`config.mk`:
```
export PLATFORM = sky130hd
export DESIGN_NAME = dmem_arbiter
export DESIGN_NICKNAME = d
export VERILOG_FILES = /design/src/rtl/dmem_arbiter.sv
export SDC_FILE = /design/constraint.sdc
export NUM_CORES = 1
export LEC_CHECK = 0
export ABC_AREA = 1
export CAP_MARGIN = 20
export CORE_MARGIN = 3
export CORE_UTILIZATION = 38
export DETAILED_ROUTE_END_ITERATION = 8
export GPL_TIMING_DRIVEN = 0
export MAX_ROUTING_LAYER = met4
export PLACE_DENSITY = 0.77
export SETUP_SLACK_MARGIN = 0.2
export SYNTH_ARGS = -nofsm -noshare
export SYNTH_HDL_FRONTEND = slang
export SYNTH_SLANG_ARGS = --single-unit
export TNS_END_PERCENT = 1
```
`constraint.sdc`:
```
create_clock -name clk -period 1.5 [get_ports clk]
set_input_delay 0.45 -clock clk [delete_from_list [all_inputs] [get_ports clk]]
set_output_delay 0.45 -clock clk [all_outputs]
set_load 0.05 [all_outputs]
```
`src/rtl/dmem_arbiter.sv`:
```
// rtl/dmem_arbiter.sv - two-port data-memory arbiter and access sequencer (round-robin option: DMEM_ARB_RR_EN)
module dmem_arbiter #(
   parameter int ADDR_W = 16,
   parameter int DATA_W = 32
) (
   input  logic              clk,
   input  logic              rst,

   input  logic              m0_req,
   input  logic              m0_we,
   input  logic [ADDR_W-1:0] m0_addr,
   input  logic [DATA_W-1:0] m0_wdata,
   output logic              m0_gnt,
   output logic              m0_rvalid,
   output logic [DATA_W-1:0] m0_rdata,
   output logic              m0_err,

   input  logic              m1_req,
   input  logic              m1_we,
   input  logic [ADDR_W-1:0] m1_addr,
   input  logic [DATA_W-1:0] m1_wdata,
   output logic              m1_gnt,
   output logic              m1_rvalid,
   output logic [DATA_W-1:0] m1_rdata,
   output logic              m1_err,

   output logic              mem_writeEn,
   output logic              mem_readEn,
   output logic [ADDR_W-1:0] mem_address,
   output logic [DATA_W-1:0] mem_dataIn,
   input  logic [DATA_W-1:0] mem_dataOut,

   output logic              busy
);

   typedef enum logic [1:0] {
      S_IDLE   = 2'd0,
      S_ACCESS = 2'd1,
      S_DONE   = 2'd2
   } state_t;

   state_t              state;
   state_t              state_nx;

   // Latched command of the current winner
   logic                win;
   logic                cmd_we;
   logic [ADDR_W-1:0]   cmd_addr;
   logic [DATA_W-1:0]   cmd_wdata;

   logic                any_req;
   logic                pick;
   logic                latch;
   logic                misaligned;

   assign any_req    = m0_req | m1_req;
   assign misaligned = |cmd_addr[1:0];
   assign busy       = (state != S_IDLE);

`ifdef DMEM_ARB_RR_EN
   // Port served most recently; reset to port 1 so the first tie goes to port 0
   logic last;

   // Round-robin choice: on a tie the port not served last wins
   always_comb begin
      pick = 1'b0;
      if (m0_req && m1_req) begin
         pick = ~last;
      end else if (m1_req) begin
         pick = 1'b1;
      end
   end

   // Pointer moves on every entry into ACCESS
   always_ff @(posedge clk or negedge rst) begin
      if (!rst) begin
         last <= 1'b1;
      end else if (latch) begin
         last <= pick;
      end
   end
`else
   // Fixed priority: port 0 wins whenever it requests
   always_comb begin
      pick = ~m0_req;
   end
`endif

   // State register
   always_ff @(posedge clk or negedge rst) begin
      if (!rst) begin
         state <= S_IDLE;
      end else begin
         state <= state_nx;
      end
   end

   // Next state, command latch enable and all strobes/pulses
   always_comb begin
      state_nx    = state;
      latch       = 1'b0;
      m0_gnt      = 1'b0;
      m1_gnt      = 1'b0;
      m0_rvalid   = 1'b0;
      m1_rvalid   = 1'b0;
      m0_err      = 1'b0;
      m1_err      = 1'b0;
      mem_writeEn = 1'b0;
      mem_readEn  = 1'b0;
      mem_address = '0;
      mem_dataIn  = '0;
      case (state)
         S_IDLE: begin
            if (any_req) begin
               latch    = 1'b1;
               state_nx = S_ACCESS;
            end
         end
         S_ACCESS: begin
            m0_gnt   = ~win;
            m1_gnt   = win;
            if (!misaligned) begin
               mem_writeEn = cmd_we;
               mem_readEn  = ~cmd_we;
               mem_address = cmd_addr;
               if (cmd_we) begin
                  mem_dataIn = cmd_wdata;
               end
            end
            state_nx = S_DONE;
         end
         S_DONE: begin
            m0_rvalid = ~win;
            m1_rvalid = win;
            m0_err    = ~win & misaligned;
            m1_err    = win & misaligned;
            // A request still high here is a fresh command
            if (any_req) begin
               latch    = 1'b1;
               state_nx = S_ACCESS;
            end else begin
               state_nx = S_IDLE;
            end
         end
         default: begin
            state_nx = S_IDLE;
         end
      endcase
   end

   // Capture the winner's command at arbitration
   always_ff @(posedge clk or negedge rst) begin
      if (!rst) begin
         win       <= 1'b0;
         cmd_we    <= 1'b0;
         cmd_addr  <= '0;
         cmd_wdata <= '0;
      end else if (latch) begin
         win       <= pick;
         cmd_we    <= pick ? m1_we    : m0_we;
         cmd_addr  <= pick ? m1_addr  : m0_addr;
         cmd_wdata <= pick ? m1_wdata : m0_wdata;
      end
   end

   // Read data: loaded at the close of ACCESS for reads, cleared on misalignment
   always_ff @(posedge clk or negedge rst) begin
      if (!rst) begin
         m0_rdata <= '0;
         m1_rdata <= '0;
      end else if (state == S_ACCESS) begin
         if (misaligned) begin
            if (win) begin
               m1_rdata <= '0;
            end else begin
               m0_rdata <= '0;
            end
         end else if (!cmd_we) begin
            if (win) begin
               m1_rdata <= mem_dataOut;
            end else begin
               m0_rdata <= mem_dataOut;
            end
         end
      end
   end

endmodule
```
### Yosys cells after proc, flatten, opt, wreduce, memory -nomap -nowiden

Cells that the tools add are included.

* flip-flop bits (word level): 116
* word-level logic and storage cells: 58

* equal/unequal tests: 7
* muxes and demuxes: 31
* bitwise operators: 6
* reductions and logical operators: 7

Operator list (number)
* $mux 32: 12
* $mux 16: 3
* $mux 1: 14
* $reduce_and 4->1: 2
* $ne 2x2->1 const B: 3
* $pmux 2 s3: 1
* $ne 2x1->1 const B: 2
* $reduce_bool 2->1: 2
* $reduce_or 2->1: 2
* $not 1->1: 3
* $and 1x1->1: 2
* $eq 2x1->1 const B: 1
* $eq 2x2->1 const B: 1
* $logic_not 2->1: 1
* $mux 2: 1
* $or 1x1->1: 1

### Logic depth before layout (Yosys ltp)

Gate-level depths: netlist of the first run.

* depth in word-level cells: 3
* mapped depth: 7

### Least setup slack after synthesis of the first run

OpenSTA, ideal clock, no wires.

* path type: register to output
* start: register cmd_addr[0]
* end: output mem_dataIn[10]
* arrival time: 2043 ps
* data required time: 1050 ps
* path slack: -993 ps
* stages on the path, launching flop included: 7
* path buffers: 1
* cell sequence: dfrtp_1 -> nor2_2 -> nand2_2 -> nor2_2 -> inv_2 -> buf_2 -> nor2_1

* cells in the longest elaborated chain, start to end: 3

RTL lines
* from (decl): line 48 `logic [ADDR_W-1:0] cmd_addr;`
* from (signal assigned): line 161 `cmd_addr <= pick ? m1_addr : m0_addr;`
* $reduce_or 2->1: line 57 `assign misaligned = |cmd_addr[1:0];`
* $mux 32: line 122 `if (!misaligned) begin`
* $mux 32: line 112 `case (state)`
* to (decl): line 30 `output logic [DATA_W-1:0] mem_dataIn,`

No other way between the ends.

### Final worst setup path of the first run

* start: register win
* end: output m1_gnt

* cells in the longest elaborated chain, start to end: 1

RTL lines
* from (decl): line 46 `logic win;`
* from (signal assigned): line 159 `win <= pick;`
* $mux 1: line 112
* to (decl): line 22 `output logic m1_gnt,`

No other way between the ends.

==> impl_metrics.ini, run 1 <==
[outcome]
outcome = finished with violations
violations = negative setup slack

[power]
ir_drop_mv = 0.858
p_leak_nw = 5.05
p_comb_share_pct = 45.6
power.share.switching_pct = 42.9
p_clk_share_pct = 25.7
internal_power_mw = 9.47
seq_power_share_pct = 28.7
p_sw_mw = 7.12
cellPowerDensity_mw_per_mm2 = 1670

[critical_path]
start_kind = flip-flop
slowest_delay_ps = 470
path_cells = inv_2 -> nor2_4 -> buf_4 -> buf_4
worstPathArrival_ps = 1710
rr_endpoint = m1_rdata[29]
crit_path_end = m1_gnt
cp_num_cells = 4
crit_buf_inv = 3
cp_slowest_cell = dfrtp_1
required_ps = 1050
worstRegToRegCells = 6
crit_family = buffers and inverters
r2r-start = win
r2r_slack_ps = 90
worstPathMaxFanout = 10
crit_path_end_kind = output pin
path_class = flip-flop to output pin
crit_top_cell = buf_4
startpoint = win

[final_layout]
final_core_util_pct = 67.7
mostFrequentLayoutCell = nand2_1
diodes = 0
fin_area_mm2 = 0.00991
final_layout_size_suffix_gt1_share_pct = 24.4
layout_common_cells = nand2_1 (231), inv_1 (130), clkdlybuf4s50_1 (130)
finalNetCount = 1204
syn_to_final_growth_pct = 72.3
stdcell_count = 1267

[floorplan]
die_w_um = 129
io_pins = 255
die-area_mm2 = 0.0166
rows = 44
die_y_um = 129
start_util_pct = 39.3
fp.coreArea_mm2 = 0.0146

[timing]
rsz0062_at_grt = yes
fin_crit_ps = 2160
timing.hold.ws_ps = 468
drv_slew = 0
fin_crit_sh_pct = 144
skew_ps = 5.41
fmax_mhz = 464
setup_slack_ps = -657
fin_tns_setup_ps = -31850
finalSetupViolCount = 61
hold_viol = 0

[synth]
synth_seq_cells = 116
yosysSeqAreaShare_pct = 50.5
synth_area_leaders = dfrtp_1 (50%), nand2_1 (15%), inv_1 (8.6%)
synth_area_mm2 = 0.00575
yosysWarnings = 0
syn_avg_cell_area_um2 = 7.29
synth.distinct_cells = 18
synth_top_area_share_pct = 50.5
postSynthCellCount = 789
synth_top_area_cell = dfrtp_1

[clocking]
worst_skew_pair.late_latency_ps = 410
htreeDepth = 4
clk_pin_slew_worst_paths_ps = 60
cts_root_buffer = clkbuf_16
cts_buffers = 17
cts.sinks = 116
cts_max_path_buffers = 2
tritoncts = yes

[routing]
firstDrtPassIters = 4
vias_per_cell = 4.70
ant_nets = 0
drcViolationCount = 0
wl_per_cell_um = 14.5
drt_iter0_drc = 379
wl_um = 18400
vias = 5949

[place]
place_area_mm2 = 0.00883
place.gp.congestion = 0.891
portBuffers = 251
dp_cells = 1226
dp.final_hpwl_um = 13800

[global_route]
grt_first_pass_wirelength_um = 28800
grt_max_degree = 74
antenna_found_initial = 0
grt_usage_pct = 22.7
globalRouteOverflowTotal = 0
grt_pass1_vias = 5801

[flow_run]
cap_violations = 0

[worst_hold_path]
hp-class = flip-flop to flip-flop
## worst register-to-register path: cells and delay by family (launching register included)
family | cells | cell delay, ps
AND/OR/NAND/NOR | 4 | 530
buffers and inverters | 2 | 310
flip-flops | 1 | 470
## power by group through the flow
stage	Combinational, mW	Clock, mW	Sequential, mW
after floorplan	1.94	0	7.23
after global placement	7.11	0	4.64
after detailed placement	7.18	0	4.67
after CTS	7.33	4.32	4.67
after global routing	8.03	4.47	4.87
final	7.56	4.26	4.76
## kinds of logic after synthesis
| logic type | after synthesis | share of synthesized area (%) |
|---|---|---|
| AO/OA/AOI/OAI | 99 | 8.62 |
| buffers and inverters | 183 | 13.3 |
| flip-flops | 116 | 50.5 |
| other | 1 | 0.0652 |
| AND/OR/NAND/NOR | 390 | 27.5 |
## metal layers
layer  track usage (%)  vias up  part of all wire (%)
li1                  -     2941                     -
met5                 -        -                     0
met2              37.1      248                    49
met4              7.84        0                   1.9
met1              26.8     2733                    41
met3              6.72       27                   8.3
## state kept, by name (all words and copies together), names as in the netlist
register,count
cmd_addr,16
cmd_wdata,32
state,2
cmd_we,1
win,1
m0_rdata,32
m1_rdata,32
## cells in the mapped netlist
cell      instances
clkbuf_1          8
buf_6             3
buf_2            32
buf_4             4
buf_1             2
nor2_4            3
nand2_1         233
inv_1           131
nor2_2            2
nor3_1            2
o21ai_0          82
o21ai_1          17
inv_2             3
dfrtp_1         116
nand2_2           4
conb_1            1
nor2_1           82
nand3_1          64
## worst min path at each step
stage	from	endpoint	slack, ps	cells after the start
after global routing	m0_rdata[7]	m0_rdata[7]	490	2
after floorplan	rst	cmd_addr[0]	150	0
after global placement	m1_rdata[1]	m1_rdata[1]	450	2
after detailed placement	rst	m1_rdata[10]	400	1
after CTS	m1_rdata[19]	m1_rdata[19]	470	2
final	m0_rdata[7]	m0_rdata[7]	470	2
## final cells by class
class / instances / area, um2
buffer: 49 / 400
fill: 1185 / 4740
tap: 184 / 230
clock buffer: 19 / 453
clock inverter: 13 / 173
sequential: 116 / 2900
inverter: 134 / 508
timing repair buffer: 261 / 2830
multi-input combinational: 491 / 2410
## per-stage QoR
step           setup slack (ps)  total power [mW]
6_report                   -657              16.6
5_1_grt                    -744              17.4
4_1_cts                    -679              16.3
3_5_place_dp              -1050              11.8
3_3_place_gp              -4640              11.7
2_1_floorplan              -515              9.16
## what timing repair did
item	in CTS	in global routing
gates cloned	1	0
setup endpoints to repair	224	255
endpoints found under the hold margin	43	0
buffers inserted	6	1
resized for setup	717	198
hold buffers	1	0
pin swaps	3	0
Note: power is estimated with default switching activity, not from simulation.
==> run 2, diff against run 1 <==
--- a/config.mk
+++ b/config.mk
@@ -7,6 +7,7 @@
 export LEC_CHECK = 0
 export ABC_AREA = 1
 export CAP_MARGIN = 20
+export CORE_ASPECT_RATIO = 0.5
 export CORE_MARGIN = 3
 export CORE_UTILIZATION = 38
 export DETAILED_ROUTE_END_ITERATION = 8
==> run 2 against run 1 <==
Against the previous run:
- the run still ends with negative setup slack left
- combinational power is essentially flat
- clock skew is 4.6 ps higher
- total power decreased by 0.52%
- critical path depth rose by 3
- routed wire length shrank 0.23%
- count of clock-buffer cells in the layout is 1 lower
- first-iteration DRC count down 31%
- register-to-register slack is essentially flat
- setup slack better by 15 ps
- cell count is 0.87% higher
- critical endpoint is now mem_dataIn[21]
==> impl_metrics.ini, run 2 (synthesized netlist as in run 1, its figures left out) <==
[critical_path]
r2r_slack_ps = 100
crit_path_end = mem_dataIn[21]
slowest_delay_ps = 400
required_ps = 1050
worstPathMaxFanout = 10
startpoint = cmd_addr[1]
path_cells = nor2_4 -> nand2_4 -> nor2_4 -> inv_6 -> buf_12 -> nor2_4 -> buf_6
worstRegToRegCells = 6
r2r-start = state[0]
cp_slowest_cell = dfrtp_1
rr_endpoint = cmd_addr[9]
path_class = flip-flop to output pin
worstPathArrival_ps = 1690
start_kind = flip-flop
crit_path_end_kind = output pin
crit_top_cell = nor2_4

[clocking]
cts_max_path_buffers = 2
cts_root_buffer = clkbuf_16
cts.sinks = 116
htreeDepth = 4
cts_buffers = 17
worst_skew_pair.late_latency_ps = 400
tritoncts = yes
clk_pin_slew_worst_paths_ps = 60

[flow_run]
cap_violations = 0

[routing]
firstDrtPassIters = 5
wl_um = 18300
drt_iter0_drc = 261
ant_nets = 0
wl_per_cell_um = 14.3
vias = 5889
vias_per_cell = 4.61
drcViolationCount = 0

[global_route]
grt_max_degree = 86
grt.met1_usage_pct = 27.3
gr-usage-met2_pct = 39.7
antenna_found_initial = 0
busiest_layer = met2
use_met3_pct = 3.73
grt_usage_pct = 22.6
grt_first_pass_wirelength_um = 30100
globalRouteOverflowTotal = 0
grt_pass1_vias = 5959

[floorplan]
start_util_pct = 39.3
die-area_mm2 = 0.0167
die_w_um = 180
fp.coreArea_mm2 = 0.0146
rows = 31
die_y_um = 93.0
io_pins = 255

[power]
p_leak_nw = 5.03
power_mw = 16.5
p_clk_share_pct = 25.1
p_comb_share_pct = 45.7
power.share.switching_pct = 43.1
p_sw_mw = 7.12
cellPowerDensity_mw_per_mm2 = 1670
ir_drop_mv = 1.00
seq_power_share_pct = 29.1
internal_power_mw = 9.39

[place]
place_area_mm2 = 0.00885
place_ws_ps = -986
portBuffers = 251
place.gp.congestion = 0.803
dp.final_hpwl_um = 13700

[outcome]
outcome = finished with violations
violations = negative setup slack

[worst_hold_path]
min_path_cells = 2
hp-class = flip-flop to flip-flop

[timing]
rsz0062_at_grt = yes
fin_tns_setup_ps = -30430
hold_viol = 0
setup_slack_ps = -642
finalSetupViolCount = 61
fin_crit_sh_pct = 143
skew_ps = 9.99
fin_crit_ps = 2140
fmax_mhz = 467
drv_slew = 0

[final_layout]
largestRegisters = cmd_wdata: 32 flops, m0_rdata: 32 flops, m1_rdata: 32 flops
syn_to_final_growth_pct = 71.9
mostFrequentLayoutCell = nand2_1
finalNetCount = 1201
diodes = 0
final_layout_size_suffix_gt1_share_pct = 24.2
layout_common_cells = nand2_1 (230), clkdlybuf4s50_1 (130), inv_1 (129)
fin_area_mm2 = 0.00988
[run 2: metal layers]
metal | vias up | part of all wire (%)
li1 | 2946 | -
met1 | 2778 | 42
met2 | 137 | 52
met3 | 28 | 3.8
met4 | 0 | 1.7
met5 | - | 0
[run 2: worst min-delay path by stage]
stage	startpoint	to	slack [ps]
3_5_place_dp	rst	cmd_wdata[2]	360
2_1_floorplan	rst	cmd_addr[0]	150
5_1_grt	m0_rdata[20]	m0_rdata[20]	500
4_1_cts	m1_rdata[19]	m1_rdata[19]	470
6_report	m1_rdata[6]	m1_rdata[6]	480
3_3_place_gp	m0_rdata[25]	m0_rdata[25]	460
[run 2: area by class of cell]
class,instances,area [um2]
buffer,49,442
clock buffer,18,429
clock inverter,14,176
fill,1204,4740
inverter,134,508
multi-input combinational,491,2380
sequential,116,2900
tap,198,248
timing repair buffer,258,2800
[run 2: repair_timing]
item / in CTS / in global routing
hold buffers: 1 / 0
gates resized for setup: 777 / 139
endpoints found under the setup margin: 231 / 312
cloned: 0 / 2
setup buffers: 3 / 0
pin swaps: 1 / 3
hold endpoints to repair: 31 / 0
[run 2: worst max-delay path: cells and delay by family (launching register included)]
family	cells	cell delay, ps
buf+inv	3	420
flops	1	400
simple gates	4	460
[run 2: power groups by stage]
stage                     clock [mW]  sequential (mW)  combinational [mW]
after floorplan                    0             7.23                1.94
after global placement             0             4.68                7.08
after detailed placement           0             4.71                7.17
after CTS                       4.22             4.76                7.40
after global routing            4.39             4.92                7.98
final                           4.15             4.81                7.55
[run 2: through the flow]
| step | utilization, % | hold WS (ps) | instances |
|---|---|---|---|
| 5_1_grt | 67.6 | 498 | 1278 |
| 3_3_place_gp | 60.3 | 456 | 1239 |
| 2_1_floorplan | - | 154 | 790 |
| 3_5_place_dp | 60.5 | 357 | 1240 |
| 6_report | 67.6 | 477 | 1278 |
| 4_1_cts | 66.7 | 474 | 1276 |
==> run 3, diff against run 2 <==
--- a/config.mk
+++ b/config.mk
@@ -10,6 +10,7 @@
 export CORE_ASPECT_RATIO = 0.5
 export CORE_MARGIN = 3
 export CORE_UTILIZATION = 38
+export CTS_BUF_LIST = sky130_fd_sc_hd__clkbuf_16
 export DETAILED_ROUTE_END_ITERATION = 8
 export GPL_TIMING_DRIVEN = 0
 export MAX_ROUTING_LAYER = met4
==> run 3 against run 2 <==
Against the previous run:
- the run still ends with negative setup slack left
- clock skew is the same
- count of clock-buffer cells in the layout shrank 1
- cell count is the same
- largest cell class unchanged
- highest routed layer unchanged
==> impl_metrics.ini, run 3 (synthesized netlist as in run 1, its figures left out) <==
[outcome]
outcome = finished with violations
violations = negative setup slack

[timing]
setup_slack_ps = -642
fin_tns_setup_ps = -30430
fmax_mhz = 467
finalSetupViolCount = 61
rsz0062_at_grt = yes
drv_slew = 0
fin_crit_ps = 2140
skew_ps = 9.99
fin_crit_sh_pct = 143
hold_viol = 0

[global_route]
grt.met1_usage_pct = 27.3
antenna_found_initial = 0
use_met3_pct = 3.73
grt_first_pass_wirelength_um = 30100
globalRouteOverflowTotal = 0
gr-usage-met2_pct = 39.7
grt_pass1_vias = 5959
grt_max_degree = 86
busiest_layer = met2
grt_usage_pct = 22.6

[floorplan]
die_w_um = 180
die_y_um = 93.0
io_pins = 255
start_util_pct = 39.3
fp.coreArea_mm2 = 0.0146
rows = 31
die-area_mm2 = 0.0167

[routing]
wl_um = 18300
vias_per_cell = 4.61
wl_per_cell_um = 14.3
vias = 5890
ant_nets = 0
drt_iter0_drc = 261
drcViolationCount = 0
firstDrtPassIters = 5

[critical_path]
r2r-start = state[0]
worstRegToRegCells = 6
cp_slowest_cell = dfrtp_1
crit_path_end_kind = output pin
start_kind = flip-flop
path_class = flip-flop to output pin
worstPathMaxFanout = 10
r2r_slack_ps = 100
required_ps = 1050
path_cells = nor2_4 -> nand2_4 -> nor2_4 -> inv_6 -> buf_12 -> nor2_4 -> buf_6
slowest_delay_ps = 400
rr_endpoint = cmd_addr[9]
crit_top_cell = nor2_4
worstPathArrival_ps = 1690

[place]
place.gp.congestion = 0.803
place_area_mm2 = 0.00885
portBuffers = 251
dp.final_hpwl_um = 13700
dp_cells = 1240

[final_layout]
stdcell_count = 1278
mostFrequentLayoutCell = nand2_1
syn_to_final_growth_pct = 71.9
fin_area_mm2 = 0.00988
finalNetCount = 1201
final_layout_size_suffix_gt1_share_pct = 24.2
layout_common_cells = nand2_1 (230), inv_1 (130), clkdlybuf4s50_1 (130)
final_core_util_pct = 67.6
largestRegisters = cmd_wdata: 32 flops, m0_rdata: 32 flops, m1_rdata: 32 flops
fillerInstances = 1204
diodes = 0

[clocking]
tritoncts = yes
cts_max_path_buffers = 2
htreeDepth = 4
cts_buffers = 17
worst_skew_pair.late_latency_ps = 400
cts.sinks = 116
cts_root_buffer = clkbuf_16
clk_pin_slew_worst_paths_ps = 60

[power]
power_mw = 16.5
ir_drop_mv = 1.00
cellPowerDensity_mw_per_mm2 = 1670
p_leak_nw = 5.03

[worst_hold_path]
min-delay-start = m1_rdata[6]
holdPathEnd = m1_rdata[6]
min_path_cells = 2
hp-class = flip-flop to flip-flop

[flow_run]
cap_violations = 0
## run 3: critical path, delay by kind of cell (launching register included)
family	cells	cell delay, ps
flops	1	400
buf+inv	3	420
simple gates	4	460
## run 3: through the flow
step	hold WS, ps	setup slack [ps]
after floorplan	154	-515
after global placement	456	-4550
after detailed placement	357	-986
after CTS	474	-671
after global routing	498	-732
final	477	-642
## run 3: report_power, final
part	switching, mW	internal [mW]
logic	4.91	2.63
clock network	1.52	2.62
registers	0.684	4.13
## run 3: routing by layer
layer / vias up / wire length [um] / part of all wire [%]
met5: - / 0 / 0
met4: 0 / 320 / 1.7
met3: 28 / 697 / 3.8
met2: 137 / 9550 / 52
met1: 2779 / 7770 / 42
li1: 2946 / - / -
## run 3: area by class of cell
type | count | area (um2) | share of cell area (%)
plain buffers | 49 | 442 | 4.47
clock inverters | 15 | 180 | 1.82
inverters | 134 | 508 | 5.14
multi-input cells | 491 | 2380 | 24.0
clock buffers | 17 | 425 | 4.30
well taps | 198 | 248 | 2.51
flip-flops and latches | 116 | 2900 | 29.4
repair buffers | 258 | 2800 | 28.3
## run 3: timing repair
action / 4_1_cts / 5_1_grt
gates cloned: 0 / 2
hold buffers: 1 / 0
pin swaps: 1 / 3
gates resized for setup: 777 / 139
setup endpoints to repair: 231 / 312
setup buffers: 3 / 0
endpoints found under the hold margin: 31 / 0
## run 3: how the worst max path moves through the flow
stage / start / endpoint / slack (ps)
after floorplan: cmd_addr[1] / mem_dataIn[10] / -510
after global placement: rst / m0_rdata[10] / -4550
after detailed placement: cmd_addr[1] / mem_dataIn[11] / -990
after CTS: cmd_addr[0] / mem_dataIn[10] / -670
after global routing: cmd_addr[1] / mem_dataIn[21] / -730
final: cmd_addr[1] / mem_dataIn[21] / -640
==> patch (config.mk and constraints of run 2) <==
Set the parameter `ADDR_W` to 17 (it was 16).
--- a/src/rtl/dmem_arbiter.sv
+++ b/src/rtl/dmem_arbiter.sv
@@ -2,3 +2,3 @@
 module dmem_arbiter #(
-   parameter int ADDR_W = 16,
+   parameter int ADDR_W = 17,
    parameter int DATA_W = 32
Interface: changed (resized m0_addr, m1_addr and mem_address); port bits go from 255 to 258. The function was not compared with the original's and may differ.
==> patch against run 2 <==
- the run still ends with setup timing left
- sequential power barely moved
- synthesized cell count rose by 1.0%
- wire length up 1.5%
- core utilization grew 0.95 points
- sequential cell count increased by 1
- final area rose by 1.9%
- area after synthesis increased by 1.1%
- worst hold slack worse by 0.36 ns
- count of clock-buffer cells in the layout down 1
- global-route usage shrank 0.42 points
- worst setup slack got worse by 0.042 ns
- clock skew fell by 0.0027 ns
- power up 0.52%
- critical path type unchanged
- largest power group unchanged
==> patch: results <==
outcome:
  status: "finished with violations"
  failed_checks: "setup timing"
final_layout:
  final_nets: 1213
  finalNonFillerCells: 1287
  fillerInstances: 1152
  drive_gt1_share_pct: 26.6
  fin_util_pct: 68.5
min_path:
  hp-class: "in2async"
placed_design:
  place_area_um2: 8950
  dp_worst_setup_slack_ns: -1.02
  gp_congestion: 0.816
  hpwl_mm: 13.8
  numPortBuffers: 254
critical_path:
  r2r_cells: 7
  cp_data_arrival_time_ns: 1.73
  r2r-start: "state[1]$_DFFE_PN0P_"
  worst_setup_path_startpoint: "cmd_addr[0]$_DFFE_PN0P_"
  r2r_end: "m0_rdata[1]$_DFFE_PN0P_"
  worstSetupEndpoint: "mem_dataIn[24]"
grt:
  grt_pass1_vias: 5943
  grt_usage_pct: 22.2
  grt_start_max_net_pins: 84
  grt_util_met1_pct: 26.9
  grt_pass1_wl_mm: 29.4
  gr-usage-met2_pct: 37.7
  grt.met3_usage_pct: 4.66
timing:
  finalSetupTns_ns: -32.59
  setup_viol: 64
  finalClockSkew_ns: 0.00725
  finalWorstSetupSlack_ns: -0.683
  fin_hold_ws_ns: 0.121
drt:
  wire_per_inst_um: 14.5
  viasPerCell: 4.72
  drtPass1Iterations: 8
  first_iter_violations: 273
synthesis:
  synth_area_leaders: "dfrtp_1 (50%), nand2_1 (15%), inv_1 (8.7%)"
  synthAdderAreaFrac_pct: 0
  synth-compound-area-share_pct: 8.70
  yosysUniqueCellTypes: 19
  yosysSeqAreaShare_pct: 50.4
  synth.top_cells.by_count: "nand2_1 (237), inv_1 (134), dfrtp_1 (117)"
  synth.avg_cell_area_um2: 7.29
power_and_ir_drop:
  peakVddDrop_uv: 954
  combinationalPowerShare_pct: 46.0
  seq_cell_power_mw: 4.82
  swShare_pct: 43.1
  powerDensity_nw_per_um2: 1650
  p_leak_nw: 5.12
## patch: cell count changes in the layout (fill, tap and decap cells not counted), moves of 5 or more
cell / before / now
buf_8: 14 / 19
nand2_1: 230 / 214
nor2_1: 43 / 37
nor2_2: 9 / 16
nand2_2: 5 / 21
o21ai_1: 29 / 24
## patch: area by class of cell
type | count | share of cell area (%)
Multi-Input combinational cell | 496 | 24.7
Timing Repair Buffer | 260 | 28.0
Tap cell | 198 | 2.46
Clock buffer | 17 | 4.22
Clock inverter | 14 | 1.76
Inverter | 136 | 5.12
Sequential cell | 117 | 29.1
Buffer | 49 | 4.69
## patch: layer usage
metal / vias up / routed length [µm]
met5: - / 0
met4: 0 / 461
met3: 28 / 864
met2: 172 / 9570
met1: 2894 / 7710
li1: 2976 / -
## patch: timing repair
action | in CTS | in global routing
setup buffers | 4 | 0
pin swaps | 3 | 1
endpoints found under the hold margin | 34 | 0
gates resized for setup | 795 | 168
setup endpoints to repair | 232 | 289
hold buffers | 1 | 0
